===== src/rtl/fetch_unit.sv =====
// Instruction fetch stage: owns the PC, issues credit-limited word requests and buffers
// in-order responses. Define FETCH_STATS_EN to add the fetch/redirect event counters.
module fetch_unit #(
  parameter int               WIDTH    = 32,
  parameter int               DEPTH    = 4,
  parameter logic [WIDTH-1:0] RESET_PC = '0
) (
  input  logic             clk,
  input  logic             rst_n,
  output logic             imem_req_valid,
  input  logic             imem_req_ready,
  output logic [WIDTH-1:0] imem_req_addr,
  input  logic             imem_rsp_valid,
  input  logic [WIDTH-1:0] imem_rsp_data,
  input  logic             PCSrcE,
  input  logic [WIDTH-1:0] PCTargetE,
  input  logic             StallF,
  output logic             ValidF,
  output logic [WIDTH-1:0] InstrF,
  output logic [WIDTH-1:0] PCF,
  output logic [WIDTH-1:0] PCPlus4F
`ifdef FETCH_STATS_EN
  ,
  output logic [WIDTH-1:0] fetch_cnt_o,
  output logic [WIDTH-1:0] redirect_cnt_o
`endif
);

  localparam int AW = $clog2(DEPTH);
  localparam int CW = AW + 1;
  localparam logic [CW:0] DEPTH_C = (CW+1)'(DEPTH);

  logic [WIDTH-1:0] pc;
  logic [CW-1:0]    out_cnt;
  logic [CW-1:0]    drop_cnt;
  logic [CW-1:0]    rq_cnt;

  logic [WIDTH-1:0] tag_mem [DEPTH];
  logic [AW-1:0]    tag_rd;
  logic [AW-1:0]    tag_wr;

  logic [WIDTH-1:0] rq_pc   [DEPTH];
  logic [WIDTH-1:0] rq_data [DEPTH];
  logic [AW-1:0]    rq_rd;
  logic [AW-1:0]    rq_wr;

  logic             credit_ok;
  logic             req_fire;
  logic             rsp_drop;
  logic             rsp_push;
  logic             pop;
  logic [CW-1:0]    out_after_rsp;
  logic             unused_tgt;

  assign unused_tgt = ^PCTargetE[1:0];

  // Handshakes: a request transfers on a cycle where imem_req_valid and imem_req_ready
  // are both high; valid never depends on ready. Responses carry no ready and are always
  // accepted, which is safe because the credit counts in-flight plus queued words.
  always_comb begin
    credit_ok      = ({1'b0, out_cnt} + {1'b0, rq_cnt}) < DEPTH_C;
    imem_req_valid = rst_n && credit_ok && !PCSrcE;
    imem_req_addr  = pc;
    req_fire       = imem_req_valid && imem_req_ready;
    rsp_drop       = imem_rsp_valid && (drop_cnt != '0);
    rsp_push       = imem_rsp_valid && (drop_cnt == '0) && !PCSrcE;
    ValidF         = (rq_cnt != '0) && !PCSrcE;
    pop            = ValidF && !StallF;
    out_after_rsp  = out_cnt - CW'(imem_rsp_valid);
    InstrF         = rq_data[rq_rd];
    PCF            = rq_pc[rq_rd];
    PCPlus4F       = rq_pc[rq_rd] + WIDTH'(4);
  end

  always_ff @(posedge clk or negedge rst_n) begin
    if (!rst_n) begin
      pc       <= RESET_PC;
      out_cnt  <= '0;
      drop_cnt <= '0;
      tag_rd   <= '0;
      tag_wr   <= '0;
      rq_rd    <= '0;
      rq_wr    <= '0;
      rq_cnt   <= '0;
    end else if (PCSrcE) begin
      // Everything still in flight after this cycle belongs to the wrong path.
      pc       <= {PCTargetE[WIDTH-1:2], 2'b00};
      out_cnt  <= out_after_rsp;
      drop_cnt <= out_after_rsp;
      tag_rd   <= '0;
      tag_wr   <= '0;
      rq_rd    <= '0;
      rq_wr    <= '0;
      rq_cnt   <= '0;
    end else begin
      if (req_fire) begin
        pc     <= pc + WIDTH'(4);
        tag_wr <= tag_wr + AW'(1);
      end
      out_cnt <= out_after_rsp + CW'(req_fire);
      if (rsp_drop) begin
        drop_cnt <= drop_cnt - CW'(1);
      end
      if (rsp_push) begin
        tag_rd <= tag_rd + AW'(1);
        rq_wr  <= rq_wr + AW'(1);
      end
      if (pop) begin
        rq_rd <= rq_rd + AW'(1);
      end
      rq_cnt <= rq_cnt + CW'(rsp_push) - CW'(pop);
    end
  end

  always_ff @(posedge clk) begin
    if (req_fire) begin
      tag_mem[tag_wr] <= pc;
    end
  end

  // Storage is reset so the idle head reads PC 0 / instruction 0.
  always_ff @(posedge clk or negedge rst_n) begin
    if (!rst_n) begin
      for (int i = 0; i < DEPTH; i++) begin
        rq_pc[i]   <= '0;
        rq_data[i] <= '0;
      end
    end else if (rsp_push) begin
      rq_pc[rq_wr]   <= tag_mem[tag_rd];
      rq_data[rq_wr] <= imem_rsp_data;
    end
  end

`ifdef FETCH_STATS_EN
  always_ff @(posedge clk or negedge rst_n) begin
    if (!rst_n) begin
      fetch_cnt_o    <= '0;
      redirect_cnt_o <= '0;
    end else begin
      fetch_cnt_o    <= fetch_cnt_o + WIDTH'(pop);
      redirect_cnt_o <= redirect_cnt_o + WIDTH'(PCSrcE);
    end
  end
`endif

endmodule


===== config.mk =====
export PLATFORM = sky130hd
export DESIGN_NAME = fetch_unit
export DESIGN_NICKNAME = d
export VERILOG_FILES = /design/src/rtl/fetch_unit.sv
export SDC_FILE = /design/constraint.sdc
export NUM_CORES = 1
export LEC_CHECK = 0
export CAP_MARGIN = 25
export CELL_PAD_IN_SITES_DETAIL_PLACEMENT = 0
export CELL_PAD_IN_SITES_GLOBAL_PLACEMENT = 2
export CORE_UTILIZATION = 40
export CTS_BUF_LIST = sky130_fd_sc_hd__clkbuf_8
export DETAILED_ROUTE_END_ITERATION = 8
export PLACE_DENSITY_LB_ADDON = 0.2
export SYNTH_ARGS = -nofsm -noshare
export SYNTH_HDL_FRONTEND = slang
export SYNTH_SLANG_ARGS = --single-unit

===== constraint.sdc =====
create_clock -name clk -period 3.6 [get_ports clk]
set_clock_uncertainty 0.2 [all_clocks]
set_input_delay 0.36 -clock clk [delete_from_list [all_inputs] [get_ports clk]]
set_output_delay 0.36 -clock clk [all_outputs]
set_load 0.005 [all_outputs]

==> results_dict.tcl <==
set metrics [dict create \
    status "finished with violations" \
    violations "negative setup slack" \
    path_class "reg2out" \
    tns_ns -0.598 \
    yosysSeqAreaShare 0.599 \
    path_max_fanout 6 \
    layout-drive-gt1-share 0.380 \
    cts-buffers-inserted 73 \
    instances_no_fill 2094 \
    report.final.hold_viol_count 0 \
    clk_pin_slew_ns 0.06 \
    clkPwrFrac 0.274 \
    drc 0 \
    clkSinkCount 415 \
    dp_cells 1952 \
    dieArea_mm2 0.0467 \
    min_period_over_period 1.04 \
    row_count 78 \
    ant_nets 0 \
    globalplace.congestion 0.779 \
    initial_utilization 0.405 \
    drt-vias-per-instance 5.20 \
    fillers 3957 \
    setup-violations-final 6 \
    worst_path_most_repeated_cell "buf_6" \
    power_leakage_nw 9.95 \
    synth_warnings 0 \
    max_freq_mhz 266 \
    seq_area_mm2 0.0110 \
    drtIter0Drc 555 \
    drv_cap 0 \
    root_buffer "clkbuf_8" \
    grt_pass1_wl_mm 66.7 \
    power_switching_mw 4.20 \
    fin_util 0.507 \
    gr-total-overflow 0 \
    peakVddDrop_uv 248 \
    powerDensity_mw_per_mm2 637 \
    endpoint_kind "output pin" \
    multi_input_area_mm2 0.00709 \
    vias 10899 \
    worstMarginPinSlew_ns 0.964 \
    power.internal_mw 10.4 \
    layout_setup_ws_ns -0.160 \
    die_y_um 216 \
    crit_required_ns 3.04 \
    synth_ff_type "dfrtp_1" \
    core_mm2 0.0453 \
    hpwl_mm 26.7 \
    synth_top_area_share 0.403 \
    grt_max_degree 141 \
    yosysMostFrequentCell "dfrtp_1" \
    numPortBuffers 191 \
    nNetsFinal 1536 \
    hold_depth 3 \
    ys_ff_latch 415 \
    hold_path.class "in2reg" \
    worstRegToRegCells 8 \
    syn_inst 1154 \
    yosysUniqueCellTypes 47 \
    dr.pass1.iters 4 \
    synth_area_leaders "dfrtp_1, edfxtp_1, mux2_2" \
    crit_path_top_delay_cell "dfrtp_4" \
    drv_slew 0 \
    combPwrFrac 0.314 \
    avgSynthCellArea_um2 15.9 \
    crit_path_max_incr_delay_ns 0.55 \
    async_flop_share 0.711 \
    n_antenna_cell 0 \
    synth_common_cells "dfrtp_1, mux2_2, edfxtp_1" \
    fin_crit_ns 3.76 \
    synth_edf_count 120 \
    ios 200 \
    grt_setup_unrepaired "yes" \
    seqPwrFrac 0.411 \
    die-width_um 216 \
    startpoint_type "flip-flop" \
    cp_cell_sequence "buf_8 > mux4_2 > and4_4 > buf_6 > nand4_4 > or4_4 > buf_6 > nor3_4 > xor2_1 > buf_2" \
    yosysTopAreaCell "dfrtp_1" \
    grt_pass1_vias 11643 \
    switching_share 0.287 \
    drt-total-wl_mm 42.2 \
    cts_tree "yes" \
    power_mw 14.6 \
    syn_area_mm2 0.0183 \
    slew_headroom 0.355 \
    clk_latency_ns 0.63 \
    wire_per_inst_um 20.2 \
    clockBufferDepth 3 \
    antenna_found_initial 0 \
    area_delta_synth_final_pct 25.2 \
    crit_arrival_ns 3.20 \
    cts_max_level 3 \
    grt_usage 0.185 \
]
==> critical path: cells and delay by family, from the launching register on <==
kind                   cells  cell delay [ns]
AND/OR/NAND/NOR            4             0.96
buffers and inverters      4             0.56
flip-flops                 1             0.55
multiplexers               1             0.37
XOR/XNOR                   1             0.16
==> metrics by stage <==
| stage | setup WS, ns | hold slack, ns | instance area [um^2] |
|---|---|---|---|
| 6_report | -0.160 | 0.0915 | 23000 |
| 5_1_grt | -0.297 | 0.0875 | 23000 |
| 4_1_cts | -0.296 | 0.0391 | 22900 |
| 3_5_place_dp | -0.00502 | 0.287 | 21400 |
| 3_3_place_gp | 0.0166 | 0.280 | 21400 |
| 2_1_floorplan | 0.320 | -0.136 | 18400 |
==> what timing repair did <==
action / in CTS / in global routing
resized for setup: 97 / 22
endpoints found under the hold margin: 39 / 0
pin swaps: 17 / 11
hold buffers: 2 / 0
setup endpoints to repair: 28 / 15
buffers inserted: 13 / 4
==> cells by family (layout without fill, tap and decap cells) <==
kind of cell,Yosys count,in the layout,synth area share
xor gates and xnor gates,43,43,0.0205
other,1,6,0.000204
DFF,415,415,0.599
adders and majority gates,21,21,0.0147
AOI/OAI and AO/OA,68,68,0.0240
buffers and inverters,87,422,0.0224
and+or+nand+nor,175,175,0.0499
muxes,344,344,0.269
==> flip-flops by register name (all words and copies together), names as in the netlist <==
register	count
rq_data	128
out_cnt	3
tag_mem	120
drop_cnt	3
rq_cnt	3
rq_wr	2
imem_req_addr	30
tag_wr	2
rq_rd	2
rq_pc	120
tag_rd	2
==> power groups by stage <==
| stage | clock [mW] | sequential, mW | combinational [mW] |
|---|---|---|---|
| final | 4.01 | 6.02 | 4.59 |
| after global routing | 4.40 | 6.11 | 4.97 |
| after CTS | 4.18 | 6.02 | 4.67 |
| after detailed placement | 0 | 6.11 | 4.67 |
| after global placement | 0 | 6.08 | 4.64 |
| after floorplan | 0 | 5.91 | 2.32 |
==> layout make-up <==
type,count,area share
Multi-Input combinational cell,657,0.309
Inverter,21,0.00343
Clock inverter,41,0.00818
Sequential cell,415,0.479
Tap cell,600,0.0327
Clock buffer,83,0.0498
Timing Repair Buffer,277,0.118
==> cell usage in the layout, fill, tap and decap left out, drive strengths merged, types with 10 or more instances in the layout <==
master         netlist  routed
dfrtp              295     295
mux2               249     249
clkdlybuf4s50        0     162
edfxtp             120     120
buf                 24      98
mux4                92      92
clkbuf              42      85
nand2               57      57
inv                 21      42
nor2                30      30
o21ai               27      27
xnor2               26      26
ha                  20      20
nand3               18      18
xor2                17      17
clkinv               0      17
a21oi               14      14
nor3                14      14
nand4               12      12
a221o               11      11
and3                10      10
==> worst paths after layout <==
path / start / endpoint / slack, ns
max reg2reg: out_cnt[2] / imem_req_addr[25] / 0.47
max: rq_rd[0] / PCPlus4F[30] / -0.16
min in group asynchronous: rst_n / rq_pc[9] / 0.26
min: PCTargetE[12] / imem_req_addr[12] / 0.09
min reg2reg: rq_data[41] / rq_data[41] / 0.30
max in group asynchronous: rst_n / rq_rd[0] / 1.79
==> per-layer routing <==
metal	track usage	wire (um)	vias to the layer above
met4	0.0603	665	0
met1	0.261	19900	5675
met2	0.285	19700	236
met5	0	0	-
li1	-	-	4938
met3	0.0382	1930	50
Power figures use the tool's default switching activity.
